--- config.mk ---
export PLATFORM = sky130hd
export DESIGN_NAME = spi_slave_fifo
export DESIGN_NICKNAME = d
export VERILOG_FILES = /design/src/rtl/spi_pkg.sv /design/src/rtl/spi_sync_fifo.sv /design/src/rtl/spi_slave_fifo.sv
export SDC_FILE = /design/constraint.sdc
export NUM_CORES = 1
export LEC_CHECK = 0
export CAP_MARGIN = 10
export CORE_MARGIN = 3
export CORE_UTILIZATION = 35
export CTS_CLUSTER_DIAMETER = 40
export DETAILED_ROUTE_END_ITERATION = 10
export HOLD_SLACK_MARGIN = 0.03
export SLEW_MARGIN = 20
export SYNTH_ARGS = -nofsm -noshare
export SYNTH_HDL_FRONTEND = slang
export SYNTH_SLANG_ARGS = --single-unit
--- constraint.sdc ---
create_clock -name clk -period 5.5 [get_ports clk]
set_input_delay 0.825 -clock clk [delete_from_list [all_inputs] [get_ports clk]]
set_output_delay 0.825 -clock clk [all_outputs]
set_load 0.005 [all_outputs]
--- src/rtl/spi_pkg.sv ---
// spi_pkg: shared types, SPI mode encodings and sizing helpers for the SPI slave.
package spi_pkg;
  typedef enum logic {IDLE, ACTIVE} spi_state_e;
  localparam logic [1:0] SPI_MODE0 = 2'b00;
  localparam logic [1:0] SPI_MODE1 = 2'b01;
  localparam logic [1:0] SPI_MODE2 = 2'b10;
  localparam logic [1:0] SPI_MODE3 = 2'b11;
  localparam int SPI_WORD_W = 32;
  localparam int SPI_FIFO_DEPTH = 4;
  function automatic int clog2(input int v);
    int r = 0;
    while ((1 << r) < v) r++;
    return r;
  endfunction
endpackage

--- src/rtl/spi_sync_fifo.sv ---
// spi_sync_fifo: synchronous first-word-fall-through FIFO; a push into a full FIFO succeeds if a pop happens in the same cycle.
module spi_sync_fifo
  import spi_pkg::*;
#(
  parameter int DATA_W = 8,
  parameter int DEPTH  = 4
) (
  input  logic              clk,
  input  logic              rst_n,
  input  logic              push,
  input  logic              pop,
  input  logic [DATA_W-1:0] din,
  output logic [DATA_W-1:0] dout,
  output logic              full,
  output logic              empty
);
  localparam int AW = clog2(DEPTH);
  logic [DATA_W-1:0] mem_q [DEPTH];
  logic [AW:0] wr_q, rd_q;
  logic do_push, do_pop;
  assign do_pop  = pop && !empty;
  assign do_push = push && (!full || do_pop);
  assign empty   = wr_q == rd_q;
  assign full    = (wr_q[AW] != rd_q[AW]) && (wr_q[AW-1:0] == rd_q[AW-1:0]);
  // head reads as zero while empty so reset and drained states look identical
  assign dout    = empty ? '0 : mem_q[rd_q[AW-1:0]];
  always_ff @(posedge clk or negedge rst_n)
    if (!rst_n) begin
      wr_q <= '0;
      rd_q <= '0;
    end else begin
      if (do_push) wr_q <= wr_q + (AW+1)'(1);
      if (do_pop) rd_q <= rd_q + (AW+1)'(1);
    end
  always_ff @(posedge clk)
    if (do_push) mem_q[wr_q[AW-1:0]] <= din;
endmodule

--- src/rtl/spi_slave_fifo.sv ---
// spi_slave_fifo: oversampled SPI slave (all CPOL/CPHA modes) with RX/TX FIFOs and sticky error flags.
module spi_slave_fifo
  import spi_pkg::*;
#(
  parameter int               WORD_W     = SPI_WORD_W,
  parameter int               FIFO_DEPTH = SPI_FIFO_DEPTH,
  parameter bit               CPOL       = 1'b0,
  parameter bit               CPHA       = 1'b0,
  parameter bit               MSB_FIRST  = 1'b1,
  parameter logic [WORD_W-1:0] TX_FILL   = '0
) (
  input  logic              clk,
  input  logic              rst_n,
  input  logic              sclk,
  input  logic              mosi,
  input  logic              cs_n,
  output logic              miso,
  output logic [WORD_W-1:0] rx_data,
  output logic              rx_valid,
  input  logic              rx_ready,
  input  logic [WORD_W-1:0] tx_data,
  input  logic              tx_valid,
  output logic              tx_ready,
  output logic              busy,
  output logic              rx_overflow,
  output logic              tx_underflow,
  output logic              frame_err,
  input  logic              status_clr
);
  localparam int CW = clog2(WORD_W);
  logic [2:0] sclk_q;
  logic [1:0] mosi_q, cs_q;
  spi_state_e state_q, state_d;
  logic [CW-1:0] bit_cnt_q, bit_cnt_d;
  logic [WORD_W-1:0] rx_shift_q, rx_shift_d, tx_shift_q, tx_shift_d, rx_word, tx_head, tx_word;
  logic miso_q, miso_d, skip_q, skip_d;
  logic ovf_q, ovf_d, unf_q, unf_d, ferr_q, ferr_d;
  logic lead, trail, act, smp, shf, cs_fall, cs_rise, last, load;
  logic rx_full, rx_empty, tx_full, tx_empty;
  function automatic logic hd(input logic [WORD_W-1:0] x);
    return MSB_FIRST ? x[WORD_W-1] : x[0];
  endfunction
  function automatic logic [WORD_W-1:0] shl(input logic [WORD_W-1:0] x);
    return MSB_FIRST ? {x[WORD_W-2:0], 1'b0} : {1'b0, x[WORD_W-1:1]};
  endfunction
  assign lead    = (sclk_q[1] ^ CPOL) & ~(sclk_q[2] ^ CPOL);
  assign trail   = ~(sclk_q[1] ^ CPOL) & (sclk_q[2] ^ CPOL);
  assign act     = state_q == ACTIVE && !cs_q[1];
  assign smp     = act && (CPHA ? trail : lead);
  assign shf     = act && (CPHA ? lead : trail);
  assign cs_fall = state_q == IDLE && !cs_q[1];
  assign cs_rise = state_q == ACTIVE && cs_q[1];
  assign last    = smp && bit_cnt_q == CW'(WORD_W-1);
  assign load    = cs_fall || last;
  assign rx_word = MSB_FIRST ? {rx_shift_q[WORD_W-2:0], mosi_q[1]} : {mosi_q[1], rx_shift_q[WORD_W-1:1]};
  assign tx_word = tx_empty ? TX_FILL : tx_head;
  always_comb begin
    state_d    = cs_fall ? ACTIVE : cs_rise ? IDLE : state_q;
    bit_cnt_d  = (cs_rise || last) ? '0 : smp ? bit_cnt_q + CW'(1) : bit_cnt_q;
    rx_shift_d = cs_rise ? '0 : smp ? rx_word : rx_shift_q;
    tx_shift_d = tx_shift_q;
    miso_d     = miso_q;
    skip_d     = skip_q;
    // CPHA=0 presents the first bit at load; the shift edge right after a word boundary must not advance
    if (cs_rise) begin
      miso_d = 1'b0;
      skip_d = 1'b0;
    end else if (load) begin
      tx_shift_d = CPHA ? tx_word : shl(tx_word);
      miso_d     = CPHA ? miso_q : hd(tx_word);
      skip_d     = last && !CPHA;
    end else if (shf) begin
      miso_d     = skip_q ? miso_q : hd(tx_shift_q);
      tx_shift_d = skip_q ? tx_shift_q : shl(tx_shift_q);
      skip_d     = 1'b0;
    end
    ovf_d  = (last && rx_full && !(rx_ready && !rx_empty)) ? 1'b1 : status_clr ? 1'b0 : ovf_q;
    unf_d  = (load && tx_empty) ? 1'b1 : status_clr ? 1'b0 : unf_q;
    ferr_d = (cs_rise && bit_cnt_q != '0) ? 1'b1 : status_clr ? 1'b0 : ferr_q;
  end
  always_ff @(posedge clk or negedge rst_n)
    if (!rst_n) begin
      sclk_q     <= {3{CPOL}};
      mosi_q     <= '0;
      cs_q       <= '1;
      state_q    <= IDLE;
      bit_cnt_q  <= '0;
      rx_shift_q <= '0;
      tx_shift_q <= '0;
      miso_q     <= 1'b0;
      skip_q     <= 1'b0;
      ovf_q      <= 1'b0;
      unf_q      <= 1'b0;
      ferr_q     <= 1'b0;
    end else begin
      sclk_q     <= {sclk_q[1:0], sclk};
      mosi_q     <= {mosi_q[0], mosi};
      cs_q       <= {cs_q[0], cs_n};
      state_q    <= state_d;
      bit_cnt_q  <= bit_cnt_d;
      rx_shift_q <= rx_shift_d;
      tx_shift_q <= tx_shift_d;
      miso_q     <= miso_d;
      skip_q     <= skip_d;
      ovf_q      <= ovf_d;
      unf_q      <= unf_d;
      ferr_q     <= ferr_d;
    end
  spi_sync_fifo #(.DATA_W(WORD_W), .DEPTH(FIFO_DEPTH)) u_rx_fifo (
    .clk(clk), .rst_n(rst_n), .push(last), .pop(rx_ready), .din(rx_word),
    .dout(rx_data), .full(rx_full), .empty(rx_empty)
  );
  spi_sync_fifo #(.DATA_W(WORD_W), .DEPTH(FIFO_DEPTH)) u_tx_fifo (
    .clk(clk), .rst_n(rst_n), .push(tx_valid && !tx_full), .pop(load), .din(tx_data),
    .dout(tx_head), .full(tx_full), .empty(tx_empty)
  );
  assign miso         = miso_q;
  assign rx_valid     = !rx_empty;
  assign tx_ready     = !tx_full;
  assign busy         = state_q == ACTIVE;
  assign rx_overflow  = ovf_q;
  assign tx_underflow = unf_q;
  assign frame_err    = ferr_q;
endmodule

# Yosys cells after proc, flatten, opt, wreduce, memory -nomap -nowiden
# Memories as Yosys holds them, arrays and structs flattened.
# Cells that the tools add are included.
[classes] shifts=0 n_bitwise=6 n_div=0 multipliers=0 eq_ne=9 n_reduce_logical=38 n_mux=26 add_sub_neg=5 magnitude_cmp=0
[ops] op="32-bit two-way mux" count=5
[ops] op="31-bit two-way mux" count=2
[ops] op="1-bit logical AND" count=17
[ops] op="1-bit two-way mux" count=17
[ops] op="2-bit nonzero test" count=7
[ops] op="3-bit by 1-bit adder with 3-bit output (second input constant)" count=4
[ops] op="5-bit two-way mux" count=2
[ops] op="3-bit equality test" count=2
[ops] op="1-bit zero test" count=6
[ops] op="5-bit by 1-bit adder with 5-bit output (second input constant)" count=1
[ops] op="5-bit equality test (second input constant)" count=1
[ops] op="5-bit nonzero test" count=1
[ops] op="2-bit equality test" count=2
[ops] op="1-bit logical OR" count=4
[ops] op="1-bit inverter" count=4
[ops] op="3-bit by 1-bit inequality test with 1-bit output (second input constant)" count=1
[ops] op="3-bit AND reduction" count=1
[ops] op="3-bit nonzero test" count=1
[ops] op="1-bit AND" count=2
[ops] op="1-bit inequality test" count=2
[ops] op="2-bit by 1-bit inequality test with 1-bit output (second input constant)" count=1
[ops] op="2-bit AND reduction" count=1
[word_totals] n_memories=2 ram_bits=256 mem_bits_ro=0 elab_cells=102 reg_bits=93 out_inout_bits=39 inputBits=40 latch_bits=0
[mem_list] memory="u_rx_fifo.mem_q" words=4 width=32 rd=1 rd_ports_with_merged_regs=0 write_ports=1 line="spi_sync_fifo.sv:18" rtl="logic [DATA_W-1:0] mem_q [DEPTH];"
[mem_list] memory="u_tx_fifo.mem_q" words=4 width=32 rd=1 rd_ports_with_merged_regs=0 write_ports=1 line="spi_sync_fifo.sv:18"

# Logic depth before layout (Yosys ltp)
# Gate-level depths: netlist of the first run.
[depth] ltp_word=10 depth_mapped=9 mapped_depth_nobuf=7

# Cells and area by module
# Synthesis of the first run repeated with hierarchy kept, for this count alone.
[unflattened] cells_unflattened=864 area_unflattened_um2=14159.8
[modules_own_cells] mod="spi_sync_fifo" seq_area_each_um2=3993.8 area_each_um2=5272.6 n_inst=2 cells_per_inst=238
[modules_own_cells] mod="spi_slave_fifo" seq_area_each_um2=2004.4 area_each_um2=3614.7 n_inst=1 cells_per_inst=388

# Worst setup path after synthesis of the first run
# No wires, ideal clock.
[synth_path] path_type="register to register" start="reg bit_cnt_q[0]" end="mem u_rx_fifo.mem_q[3][0] in the netlist's numbering, enable pin" path_stages_with_launch=7 n_path_buf=1 required_ns=5.028 path_slack_ns=1.329 setup_time_ns=0.472 period_less_slack_ns=4.171 arrival_time_ns=3.698 cell_sequence="dfrtp_1 -> ha_1 -> and3_1 -> ha_1 -> buf_6 -> nand4b_1 -> nor3b_1"
[synth_via] elab_chain_cells=5
[synth_lines] element="start: declaration" line="spi_slave_fifo.sv:34" rtl="logic [CW-1:0] bit_cnt_q, bit_cnt_d;"
[synth_lines] element="start signal: assignment" line="spi_slave_fifo.sv:100" rtl="bit_cnt_q <= bit_cnt_d;"
[synth_lines] element="5-bit equality test" line="spi_slave_fifo.sv:53" rtl="assign last = smp && bit_cnt_q == CW'(WORD_W-1);"
[synth_lines] element="1-bit logical AND" line="spi_slave_fifo.sv:53"
[synth_lines] element="1-bit logical AND" line="spi_sync_fifo.sv:22" rtl="assign do_push = push && (!full || do_pop);"
[synth_lines] element="1-bit two-way mux" line="spi_sync_fifo.sv:36" rtl="if (do_push) mem_q[wr_q[AW-1:0]] <= din;"
[synth_lines] element="1-bit two-way mux (not written as such)" line="spi_sync_fifo.sv:36"
[synth_lines] element="end: declaration" line="spi_sync_fifo.sv:18"
# No other way between the ends.

# Final worst setup path of the first run
[layout_path] start="reg u_rx_fifo.rd_q[0]" end="out rx_data[22]"
[layout_via] elab_chain_cells=2 word_cells_on_any_way=3 cone_classes="eq/ne (1); mux (1); memory (1)"
[layout_lines] element="start: declaration" line="spi_sync_fifo.sv:19" rtl="logic [AW:0] wr_q, rd_q;"
[layout_lines] element="start signal: assignment" line="spi_sync_fifo.sv:33" rtl="if (do_pop) rd_q <= rd_q + (AW+1)'(1);"
[layout_lines] element="memory 4 x 32 bit / 3-bit equality test (equally long branches)"
[layout_lines] element="32-bit two-way mux (*)" line="spi_sync_fifo.sv:26" rtl="assign dout = empty ? '0 : mem_q[rd_q[AW-1:0]];"
[layout_lines] element="end: declaration" line="spi_slave_fifo.sv:18" rtl="output logic [WORD_W-1:0] rx_data,"
# Every way passes the cells marked *; elsewhere a longest branch is shown, timed or not.

==> impl_table.tex, run 1 <==
\begin{tabular}{lr}
\hline
Metric & Value \\
\hline
\multicolumn{2}{l}{\textbf{Flow run}} \\
Maximum capacitance violations & 0 \\
\multicolumn{2}{l}{\textbf{Global route}} \\
Grt total ovfl & 0 \\
Via count of the first global-routing pass & 7246 \\
Global-route usage over all layers & 12.72\% \\
First-pass GRT wire length & 41.05 mm \\
Pin count of the biggest net entering global routing & 53 \\
Number of antenna violations at the first check in global routing & 0 \\
\multicolumn{2}{l}{\textbf{Clocking}} \\
Sink count of the clock tree & 348 \\
Clock insertion delay at the later pin of the skew report & 0.54 ns \\
Total setup buffers inserted after CTS & 0 \\
Cell at the root of the clock tree & sky130\_fd\_sc\_hd\_\_clkbuf\_16 \\
Number of gates resized after CTS & 0 \\
Hold Buf Count CTS & 0 \\
Clock tree buffer depth & 3 \\
Clock tree from TritonCTS & done \\
H-tree depth & 2 \\
Clock buffers created by TritonCTS & 43 \\
Clock-pin slew on the worst setup and hold paths & 0.06 ns \\
\multicolumn{2}{l}{\textbf{Detailed routing}} \\
Average detailed-routed wire length per instance & 18.12 um \\
Via count & 6890 \\
Metal1 wirelength & 11.10 mm \\
Metal2 WL & 13.31 mm \\
Post-detailed-route count of antenna-violating nets & 0 \\
Residual DRC count & 0 \\
Iteration-0 DRC count of the detailed router & 325 \\
Detail Route met3 WL & 1.089 mm \\
Wirelength, routed & 25.92 mm \\
1st-pass router iterations & 4 \\
Via-to-Cell Ratio & 4.815 \\
Top sig layer & met4 \\
\multicolumn{2}{l}{\textbf{Die}} \\
IO Count & 79 \\
Width of the die & 202.6 um \\
Number of rows in the core area & 71 \\
Initial standard-cell utilization of the core & 35.73\% \\
Die Footprint & 41030 um2 \\
Die Span Y & 202.6 um \\
Floorplan Core Area & 37840 um2 \\
\multicolumn{2}{l}{\textbf{Logic synthesis}} \\
Top flip-flop cell by instance count after synthesis & sky130\_fd\_sc\_hd\_\_edfxtp\_1 \\
Library cells used by synthesis & 43 \\
Cell count after synthesis & 785 \\
Async set-reset flop share out of synthesis & 26.44\% \\
Synthesized net count & 841 \\
Sequential-to-total area share from yosys stat & 73.90\% \\
Synthesized cell area & 13520 um2 \\
Number of synthesized flops with an enable pin & 256 \\
Average instance area after synthesis & 17.23 um2 \\
Yosys warning total & 0 \\
Number of flip-flops and latches in the synthesized netlist & 348 \\
\multicolumn{2}{l}{\textbf{Status}} \\
Result of the run & finished, final reports clean \\
\multicolumn{2}{l}{\textbf{Finish}} \\
Utilization of the core after routing & 43.38\% \\
Ant diodes & 0 \\
FILL cells & 3350 \\
Fin nets & 942 \\
Signed area change from the synthesized netlist to the final layout & 21.42\% \\
Share of post-route cells with drive strength above 1 & 18.70\% \\
\multicolumn{2}{l}{\textbf{STA}} \\
Crit share post-route & 63.99\% \\
Setup violation total in the final timing report & 0 \\
Summed negative setup slack over all endpoints & 0 ns \\
Final critical-path required period & 3.520 ns \\
Number of max-slew violations in the final report & 0 \\
Highest Clock Rate & 284.1 MHz \\
Post-Route Skew & 0.02479 ns \\
Unrepaired setup endpoints after global routing & no \\
Max transition margin & 52.16\% \\
Hold Violations, Final & 0 \\
Worst-margin pin slew & 0.7176 ns \\
\multicolumn{2}{l}{\textbf{Pwr}} \\
Cell Pwr Density & 460.1 nW/um2 \\
Maximum VDD drop & 0.2791 mV \\
Pleak & 0.005841 uW \\
\multicolumn{2}{l}{\textbf{Placement}} \\
Detailed-placement wirelength estimate & 14.90 mm \\
Last weighted congestion value of the routability-driven placer & 0.6762 \\
Number of I/O port buffers & 78 \\
\multicolumn{2}{l}{\textbf{Worst setup path}} \\
Req. time, crit path & 4.68 ns \\
Ordered cell list for the critical path & buf\_4 -> mux4\_2 -> and2\_1 -> clkdlybuf4s50\_1 \\
Maximum cell stage delay along the critical path & 0.61 ns \\
Kind of end point of the critical path & primary output \\
Class of the most critical setup path & reg2out \\
Critical-path cell with the highest stage delay & sky130\_fd\_sc\_hd\_\_mux4\_2 \\
Crit-path leading delay family & buffers and inverters \\
CP Buf/Inv Count & 2 \\
Endpoint arrival time on the critical path & 2.69 ns \\
Crit start category & register \\
Highest fanout seen on the critical path & 34 \\
\multicolumn{2}{l}{\textbf{Hold path}} \\
Worst Hold Class & in2async \\
\hline
\end{tabular}
## cell usage after synthesis, drive strengths merged, types with 2 or more instances
cell,n,share of area (%)
edfxtp,256,57
clkbuf,23,0.64
and2,35,1.6
dfrtp,90,17
and4b,2,0.18
mux2,5,0.42
nor2,42,1.2
nand3b,3,0.17
xnor2,9,0.58
buf,20,0.93
nand3,4,0.15
o21ai,6,0.22
mux4,64,11
nand2,69,1.9
inv,12,0.33
xor2,5,0.32
and3,6,0.28
o22ai,26,1.2
dfstp,2,0.39
or4,2,0.14
nor3,5,0.19
nor3b,3,0.17
a21oi,66,2.4
o2bb2ai,2,0.13
a31oi,3,0.19
ha,16,1.5
## sequential cells by signal (all words and copies together) (netlist names)
register and cells:
busy 1, skip_q 1, bit_cnt_q 5, sclk_q 3
u_rx_fifo.rd_q 3, u_rx_fifo.wr_q 3, mosi_q 2, frame_err 1
u_tx_fifo.mem_q 128, cs_q 2, rx_shift_q 31, u_rx_fifo.mem_q 128
tx_underflow 1, miso 1, u_tx_fifo.wr_q 3, u_tx_fifo.rd_q 3
tx_shift_q 31, rx_overflow 1
## kinds of logic (layout without fill, tap and decap cells)
kind of cell	after synthesis	count (layout)	share of synthesized area (%)
adders and majority gates	16	16	1.481
buffers and inverters	55	190	1.897
xor gates and xnor gates	14	14	0.9068
AOI/OAI and AO/OA	105	105	4.358
muxes	69	69	11.08
DFF	348	348	73.90
and+or+nand+nor	178	178	6.385
## metal layers
metal / GRT usage, % / up-vias
met5: 0 / -
li1: - / 3212
met2: 22.12 / 128
met3: 2.710 / 36
met4: 3.291 / 0
met1: 16.33 / 3514
## where the power goes
group	total (uW)	leakage, uW	switching (uW)	internal (uW)
registers	3370	0.00363	153	3220
logic	1270	0.00148	713	556
clock network	2910	0.000734	1080	1840
total	7550	0.00584	1940	5610
## worst paths after layout
check / from / endpoint / slack [ns] / cells past startpoint
setup / recovery: u_rx_fifo.rd_q[0] / rx_data[22] / 1.98 / 4
hold / removal: rst_n / rx_shift_q[25] / 0.28 / 1
setup reg to reg: bit_cnt_q[0] / u_rx_fifo.mem_q[1][31] / 2.34 / 7
hold reg to reg: mosi_q[0] / mosi_q[1] / 0.35 / 0
max in group asynchronous: rst_n / u_tx_fifo.rd_q[0] / 4.09 / 2
min in group clk: mosi_q[0] / mosi_q[1] / 0.35 / 0
## cell type report
cell class / count / area (um2) / share of cell area, %
inverters: 12 / 45.04 / 0.2743
clock inverters: 22 / 311.5 / 1.898
repair buffers: 99 / 943.4 / 5.746
well taps: 511 / 639.4 / 3.894
flip-flops and latches: 348 / 9995 / 60.88
multi-input cells: 382 / 3284 / 20.00
clock buffers: 57 / 1200 / 7.308
## worst register-to-register path: stages, from the launching register on
cell                       delay, ns
sky130_fd_sc_hd__dfrtp_1        0.43
sky130_fd_sc_hd__ha_1           0.20
sky130_fd_sc_hd__and3_1         0.16
sky130_fd_sc_hd__ha_1           0.33
sky130_fd_sc_hd__nand4b_1       0.31
sky130_fd_sc_hd__nor2_1         0.34
sky130_fd_sc_hd__and2_1         0.61
sky130_fd_sc_hd__buf_4          0.44
## stage by stage
stage	hold WS, ns	worst slack (ns)	area (um2)	total power, uW	cells
finish	0.2775	1.980	16420	7554	1431
CTS	0.2967	1.661	16400	7671	1430
detailed placement	0.3362	2.198	14890	4732	1351
global route	0.3156	1.806	16420	7929	1431
floorplan	0.3312	1.329	13520	4303	785
global placement	0.3315	2.257	14890	4696	1351
## placed cells by master, fill, tap and decap left out, types with 9 or more instances in the layout
cell type,Yosys,final
sky130_fd_sc_hd__and2_1,35,35
sky130_fd_sc_hd__edfxtp_1,256,256
sky130_fd_sc_hd__clkbuf_16,0,44
sky130_fd_sc_hd__ha_1,16,16
sky130_fd_sc_hd__o22ai_1,25,25
sky130_fd_sc_hd__buf_4,1,21
sky130_fd_sc_hd__clkdlybuf4s50_1,0,77
sky130_fd_sc_hd__inv_1,12,12
sky130_fd_sc_hd__nor2_1,42,41
sky130_fd_sc_hd__a21oi_1,66,66
sky130_fd_sc_hd__nand2_1,69,69
sky130_fd_sc_hd__dfrtp_1,90,88
sky130_fd_sc_hd__xnor2_1,9,9
sky130_fd_sc_hd__mux4_2,64,64
Power figures use the tool's default switching activity.
==> run 2, diff against run 1 <==
clock period = 3.5 ns   (was 5.5 ns; I/O delays follow)
==> impl_table.tex, run 2 (synthesis gave the netlist of run 1 again) <==
\begin{tabular}{lr}
\hline
Metric & Value \\
\hline
\multicolumn{2}{l}{\textbf{Status}} \\
Result of the run & finished, final reports clean \\
\multicolumn{2}{l}{\textbf{Finish}} \\
Final non-filler cell area & 16410 um2 (about the same) \\
FILL cells & 3376 (+0.78\%) \\
Most common library cell in the layout ignoring fill and taps & sky130\_fd\_sc\_hd\_\_edfxtp\_1 \\
Sequential standard cell area & 9995 um2 (unchanged) \\
Fin nets & 945 (+0.32\%) \\
Signed area change from the synthesized netlist to the final layout & 21.38\% (about the same) \\
Share of post-route cells with drive strength above 1 & 19.14\% (+0.44 points) \\
Ant diodes & 0 (unchanged) \\
Area of the multi-input gates & 3291 um2 (+0.19\%) \\
Commonest non-fill, non-tap cells in the layout & sky130\_fd\_sc\_hd\_\_edfxtp\_1 (256), sky130\_fd\_sc\_hd\_\_dfrtp\_1 (88), sky130\_fd\_sc\_hd\_\_clkdlybuf4s50\_1 (77) \\
Utilization of the core after routing & 43.37\% (about the same) \\
\multicolumn{2}{l}{\textbf{Flow run}} \\
Maximum capacitance violations & 0 (unchanged) \\
\multicolumn{2}{l}{\textbf{Global route}} \\
Grt total ovfl & 0 (unchanged) \\
Global-route usage over all layers & 12.59\% (-0.13 points) \\
Via count of the first global-routing pass & 7161 (-1.2\%) \\
Number of antenna violations at the first check in global routing & 0 (unchanged) \\
Pin count of the biggest net entering global routing & 66 (+25\%) \\
First-pass GRT wire length & 40.86 mm (-0.46\%) \\
\multicolumn{2}{l}{\textbf{Detailed routing}} \\
1st-pass router iterations & 6 (+2) \\
Average detailed-routed wire length per instance & 17.76 um (-1.9\%) \\
Residual DRC count & 0 (unchanged) \\
Wirelength, routed & 25.51 mm (-1.6\%) \\
Via count & 6907 (+0.25\%) \\
Via-to-Cell Ratio & 4.810 (-0.10\%) \\
Iteration-0 DRC count of the detailed router & 327 (+0.62\%) \\
Post-detailed-route count of antenna-violating nets & 0 (unchanged) \\
\multicolumn{2}{l}{\textbf{Worst setup path}} \\
Highest fanout seen on the critical path & 13 (-62\%) \\
Class of the most critical setup path & reg2out \\
Kind of end point of the critical path & primary output \\
Endpoint arrival time on the critical path & 2.46 ns (-0.23 ns) \\
Req. time, crit path & 2.97 ns (-1.71 ns) \\
Depth of the worst register-to-register path & 7 (unchanged) \\
Crit start category & register \\
\multicolumn{2}{l}{\textbf{Pwr}} \\
Final Power & 11610 uW (+54\%) \\
Maximum VDD drop & 0.5997 mV (+110\%) \\
Fraction of power consumed by the clock network & 37.1\% (-1.4 points) \\
Switching pwr & 3093 uW (+59\%) \\
Cell internal pwr & 8522 uW (+52\%) \\
Pleak & 0.005787 uW (-0.92\%) \\
Seq pwr share & 45.6\% (+0.9 points) \\
Share of total power consumed by net switching & 26.63\% (+0.93 points) \\
Combinational share of power & 17.3\% (+0.5 points) \\
Cell Pwr Density & 707.7 nW/um2 (+54\%) \\
\multicolumn{2}{l}{\textbf{STA}} \\
Min setup slack post-route & 0.5144 ns (-1.466 ns) \\
Highest Clock Rate & 334.9 MHz \\
Crit share post-route & 85.30\% \\
Unrepaired setup endpoints after global routing & no \\
Worst-margin pin slew & 0.9165 ns (+0.1988 ns) \\
Hold Violations, Final & 0 (unchanged) \\
Final critical-path required period & 2.986 ns \\
Number of max-slew violations in the final report & 0 (unchanged) \\
Summed negative setup slack over all endpoints & 0 ns (unchanged) \\
Max transition margin & 38.90\% (-13 points) \\
Setup violation total in the final timing report & 0 (unchanged) \\
Post-Route Skew & 0.01631 ns (-0.008486 ns) \\
\multicolumn{2}{l}{\textbf{Clocking}} \\
Hold Buf Count CTS & 0 (unchanged) \\
Clock insertion delay at the later pin of the skew report & 0.54 ns (about the same) \\
Clock buffers created by TritonCTS & 44 (+2.3\%) \\
H-tree depth & 2 (unchanged) \\
Clock-pin slew on the worst setup and hold paths & 0.06 ns (about the same) \\
Clock tree buffer depth & 3 (unchanged) \\
Number of gates resized after CTS & 0 (unchanged) \\
Total setup buffers inserted after CTS & 0 (unchanged) \\
Cell at the root of the clock tree & sky130\_fd\_sc\_hd\_\_clkbuf\_16 \\
Sink count of the clock tree & 348 (unchanged) \\
Clock tree from TritonCTS & done \\
\multicolumn{2}{l}{\textbf{Placement}} \\
Last weighted congestion value of the routability-driven placer & 0.6837 (+1.1\%) \\
Number of I/O port buffers & 78 (unchanged) \\
Area post-placement & 14980 um2 (+0.61\%) \\
Pre-CTS setup slack & 0.9148 ns (-1.284 ns) \\
Detailed-placement wirelength estimate & 14.55 mm (-2.3\%) \\
\multicolumn{2}{l}{\textbf{Hold path}} \\
Worst Hold Class & in2async \\
\multicolumn{2}{l}{\textbf{Die}} \\
Die Footprint & 41030 um2 (unchanged) \\
Die Span Y & 202.6 um (unchanged) \\
IO Count & 79 (unchanged) \\
Floorplan Core Area & 37840 um2 (unchanged) \\
Width of the die & 202.6 um (unchanged) \\
Number of rows in the core area & 71 (unchanged) \\
Initial standard-cell utilization of the core & 35.73\% (unchanged) \\
\hline
\end{tabular}
## run 2: changes by cell type in the layout (fill, tap and decap cells not counted), moves of 2 or more
cell / delta
sky130_fd_sc_hd__clkinv_2: +5
sky130_fd_sc_hd__bufinv_16: -4
sky130_fd_sc_hd__inv_6: +4
sky130_fd_sc_hd__clkbuf_8: -4
sky130_fd_sc_hd__buf_4: -2
sky130_fd_sc_hd__buf_12: +5
## run 2: layout make-up
type / count / area share [%]
clock buffers: 53 / 7.105
flip-flops and latches: 348 / 60.90
repair buffers: 101 / 6.175
well taps: 511 / 3.896
inverters: 12 / 0.2745
clock inverters: 29 / 1.601
multi-input cells: 382 / 20.05
## run 2: through the flow
stage | hold slack [ns] | cells
after detailed placement | 0.3347 | 1354
after CTS | 0.1229 | 1436
after global routing | 0.1509 | 1436
after global placement | 0.3351 | 1354
final | 0.09437 | 1436
after floorplan | 0.2294 | 785
## run 2: layer usage
metal	vias to the layer above	routed length [um]	GRT usage, %
met2	161	12690	21.51
met1	3482	10970	16.42
met3	41	1385	2.742
met4	0	459	3.366
met5	-	0	0
li1	3223	-	-
## run 2: power groups by stage
stage	combinational, uW	clock [uW]	sequential (uW)
floorplan	1450	0	5310
global placement	2050	0	5360
detailed placement	2070	0	5390
CTS	2080	4430	5310
global route	2240	4630	5360
finish	2010	4310	5300
## run 2: worst paths after layout
check                      slack [ns]               from                      to
max                              0.51  u_rx_fifo.rd_q[0]              rx_data[4]
min                              0.09              rst_n          rx_shift_q[27]
min reg2reg                      0.35          mosi_q[0]               mosi_q[1]
max reg2reg                      0.90       bit_cnt_q[0]  u_rx_fifo.mem_q[1][27]
max in group asynchronous        2.72              rst_n       u_rx_fifo.rd_q[0]
min in group clk                 0.35          mosi_q[0]               mosi_q[1]
## run 2: critical path, cell delays in order (launching register included)
cell and delay, ns:
sky130_fd_sc_hd__dfrtp_2 0.42, sky130_fd_sc_hd__buf_4 0.31, sky130_fd_sc_hd__mux4_2 0.58, sky130_fd_sc_hd__and2_1 0.17, sky130_fd_sc_hd__clkdlybuf4s50_1 0.44
==> run 3, diff against run 2 <==
CORE_MARGIN = not set   (was 3)
==> impl_table.tex, run 3 (synthesis gave the netlist of run 1 again) <==
\begin{tabular}{lr}
\hline
Metric & Value \\
\hline
\multicolumn{2}{l}{\textbf{Finish}} \\
Sequential standard cell area & 9995 um2 (unchanged) \\
Ant diodes & 0 (unchanged) \\
Signed area change from the synthesized netlist to the final layout & 21.96\% \\
Utilization of the core after routing & 43.58\% (+0.21 points) \\
Commonest non-fill, non-tap cells in the layout & sky130\_fd\_sc\_hd\_\_edfxtp\_1 (256), sky130\_fd\_sc\_hd\_\_dfrtp\_1 (88), sky130\_fd\_sc\_hd\_\_clkdlybuf4s50\_1 (77) \\
FILL cells & 3407 (+0.92\%) \\
Fin nets & 943 (-0.21\%) \\
Area of the multi-input gates & 3296 um2 (+0.15\%) \\
Most common library cell in the layout ignoring fill and taps & sky130\_fd\_sc\_hd\_\_edfxtp\_1 \\
Share of post-route cells with drive strength above 1 & 19.20\% (+0.062 points) \\
\multicolumn{2}{l}{\textbf{Worst setup path}} \\
Maximum cell stage delay along the critical path & 0.54 ns (-0.04 ns) \\
Kind of end point of the critical path & primary output \\
Class of the most critical setup path & reg2out \\
Critical-path cell with the highest stage delay & sky130\_fd\_sc\_hd\_\_dfrtp\_2 \\
CP Buf/Inv Count & 2 (unchanged) \\
Req. time, crit path & 2.97 ns (about the same) \\
Highest fanout seen on the critical path & 9 (-4) \\
Endpoint arrival time on the critical path & 2.54 ns (+0.08 ns) \\
Crit-path leading delay family & buffers and inverters \\
Ordered cell list for the critical path & buf\_4 -> mux4\_2 -> and2\_1 -> clkdlybuf4s50\_1 \\
Crit start category & register \\
\multicolumn{2}{l}{\textbf{Flow run}} \\
Maximum capacitance violations & 0 (unchanged) \\
\multicolumn{2}{l}{\textbf{Detailed routing}} \\
Via count & 6904 (-0.043\%) \\
Wirelength, routed & 25.60 mm (+0.36\%) \\
Via-to-Cell Ratio & 4.818 (+0.17\%) \\
Average detailed-routed wire length per instance & 17.87 um (+0.57\%) \\
Residual DRC count & 0 (unchanged) \\
Iteration-0 DRC count of the detailed router & 407 (+24\%) \\
Post-detailed-route count of antenna-violating nets & 0 (unchanged) \\
1st-pass router iterations & 4 (-2) \\
\multicolumn{2}{l}{\textbf{Die}} \\
Floorplan Core Area & 37840 um2 (unchanged) \\
Initial standard-cell utilization of the core & 35.73\% (unchanged) \\
Width of the die & 198.6 um (-2.0\%) \\
IO Count & 79 (unchanged) \\
Die Span Y & 198.6 um (-2.0\%) \\
Die Footprint & 39420 um2 (-3.9\%) \\
Number of rows in the core area & 71 (unchanged) \\
\multicolumn{2}{l}{\textbf{Clocking}} \\
Hold Buf Count CTS & 0 (unchanged) \\
Clock tree from TritonCTS & done \\
Sink count of the clock tree & 348 (unchanged) \\
Clock buffers created by TritonCTS & 43 (-2.3\%) \\
Clock tree buffer depth & 3 (unchanged) \\
Number of gates resized after CTS & 0 (unchanged) \\
Cell at the root of the clock tree & sky130\_fd\_sc\_hd\_\_clkbuf\_16 \\
Total setup buffers inserted after CTS & 0 (unchanged) \\
Clock insertion delay at the later pin of the skew report & 0.54 ns (about the same) \\
H-tree depth & 2 (unchanged) \\
Clock-pin slew on the worst setup and hold paths & 0.06 ns (about the same) \\
\multicolumn{2}{l}{\textbf{STA}} \\
Worst-margin pin slew & 0.9247 ns (+0.008245 ns) \\
Number of max-slew violations in the final report & 0 (unchanged) \\
Summed negative setup slack over all endpoints & 0 ns (unchanged) \\
Crit share post-route & 87.46\% (+2.2 points) \\
Unrepaired setup endpoints after global routing & no \\
Setup violation total in the final timing report & 0 (unchanged) \\
Final critical-path required period & 3.061 ns (+0.07543 ns) \\
Post-Route Skew & 0.01504 ns (-0.001272 ns) \\
Hold Violations, Final & 0 (unchanged) \\
Max transition margin & 38.17\% (-0.74 points) \\
Highest Clock Rate & 326.7 MHz (-2.5\%) \\
Post-route worst hold slack & 0.05508 ns (-0.03929 ns) \\
\multicolumn{2}{l}{\textbf{Hold path}} \\
Worst Hold Class & in2async \\
\multicolumn{2}{l}{\textbf{Pwr}} \\
Cell internal pwr & 8871 uW (+4.1\%) \\
Fraction of power consumed by the clock network & 39.0\% (+1.9 points) \\
Pleak & 0.005831 uW (+0.75\%) \\
Seq pwr share & 44.2\% (-1.4 points) \\
Combinational share of power & 16.8\% (-0.5 points) \\
Share of total power consumed by net switching & 25.96\% (-0.67 points) \\
Switching pwr & 3110 uW (+0.56\%) \\
Maximum VDD drop & 0.4324 mV (-28\%) \\
Cell Pwr Density & 726.5 nW/um2 (+2.7\%) \\
\multicolumn{2}{l}{\textbf{Global route}} \\
Grt total ovfl & 0 (unchanged) \\
First-pass GRT wire length & 40.81 mm (-0.12\%) \\
Global-route usage over all layers & 13.49\% (+0.90 points) \\
Number of antenna violations at the first check in global routing & 0 (unchanged) \\
Via count of the first global-routing pass & 7282 (+1.7\%) \\
Pin count of the biggest net entering global routing & 62 (-6.1\%) \\
\multicolumn{2}{l}{\textbf{Placement}} \\
Last weighted congestion value of the routability-driven placer & 0.7061 (+3.3\%) \\
Detailed-placement wirelength estimate & 14.56 mm (about the same) \\
Number of I/O port buffers & 78 (unchanged) \\
\multicolumn{2}{l}{\textbf{Status}} \\
Result of the run & finished, final reports clean \\
\hline
\end{tabular}
[run 3: worst paths after layout]
check                             startpoint                     end  slack, ns  depth (start not counted)
min reg2reg                        mosi_q[0]               mosi_q[1]       0.34                          0
min in group clk                   mosi_q[0]               mosi_q[1]       0.34                          0
max reg2reg                     bit_cnt_q[0]  u_rx_fifo.mem_q[2][21]       0.71                          7
max in group asynchronous              rst_n                 cs_q[0]       2.68                          2
min                                    rst_n          rx_shift_q[26]       0.06                          1
max                        u_rx_fifo.rd_q[0]              rx_data[5]       0.44                          4
[run 3: routing by layer]
| metal | track usage, % | part of all wire [%] |
|---|---|---|
| met3 | 2.560 | 3.4 |
| met5 | 0 | 0 |
| met2 | 23.20 | 50 |
| met1 | 17.20 | 44 |
| met4 | 4.330 | 2.0 |
[run 3: per-stage QoR]
| step | setup WS (ns) | cell area, um2 | power (uW) | instances |
|---|---|---|---|---|
| after global placement | 0.8091 | 14940 | 7418 | 1353 |
| after floorplan | 0.5002 | 13530 | 6762 | 785 |
| final | 0.4390 | 16490 | 11980 | 1433 |
| after detailed placement | 0.7067 | 14940 | 7454 | 1353 |
| after global routing | 0.3191 | 16490 | 12530 | 1433 |
| after CTS | 0.3707 | 16490 | 12160 | 1433 |
[run 3: power groups by stage]
stage | Sequential [uW] | Combinational [uW] | Clock [uW]
finish | 5290 | 2020 | 4670
global route | 5350 | 2240 | 4940
CTS | 5300 | 2080 | 4780
detailed placement | 5380 | 2070 | 0
global placement | 5350 | 2060 | 0
floorplan | 5310 | 1450 | 0
[run 3: area by class of cell]
class	instances	area share [%]
Clock buffer	51	7.026
Multi-Input combinational cell	382	19.98
Clock inverter	29	2.360
Sequential cell	348	60.61
Tap cell	511	3.877
Timing Repair Buffer	100	5.873
Inverter	12	0.2731
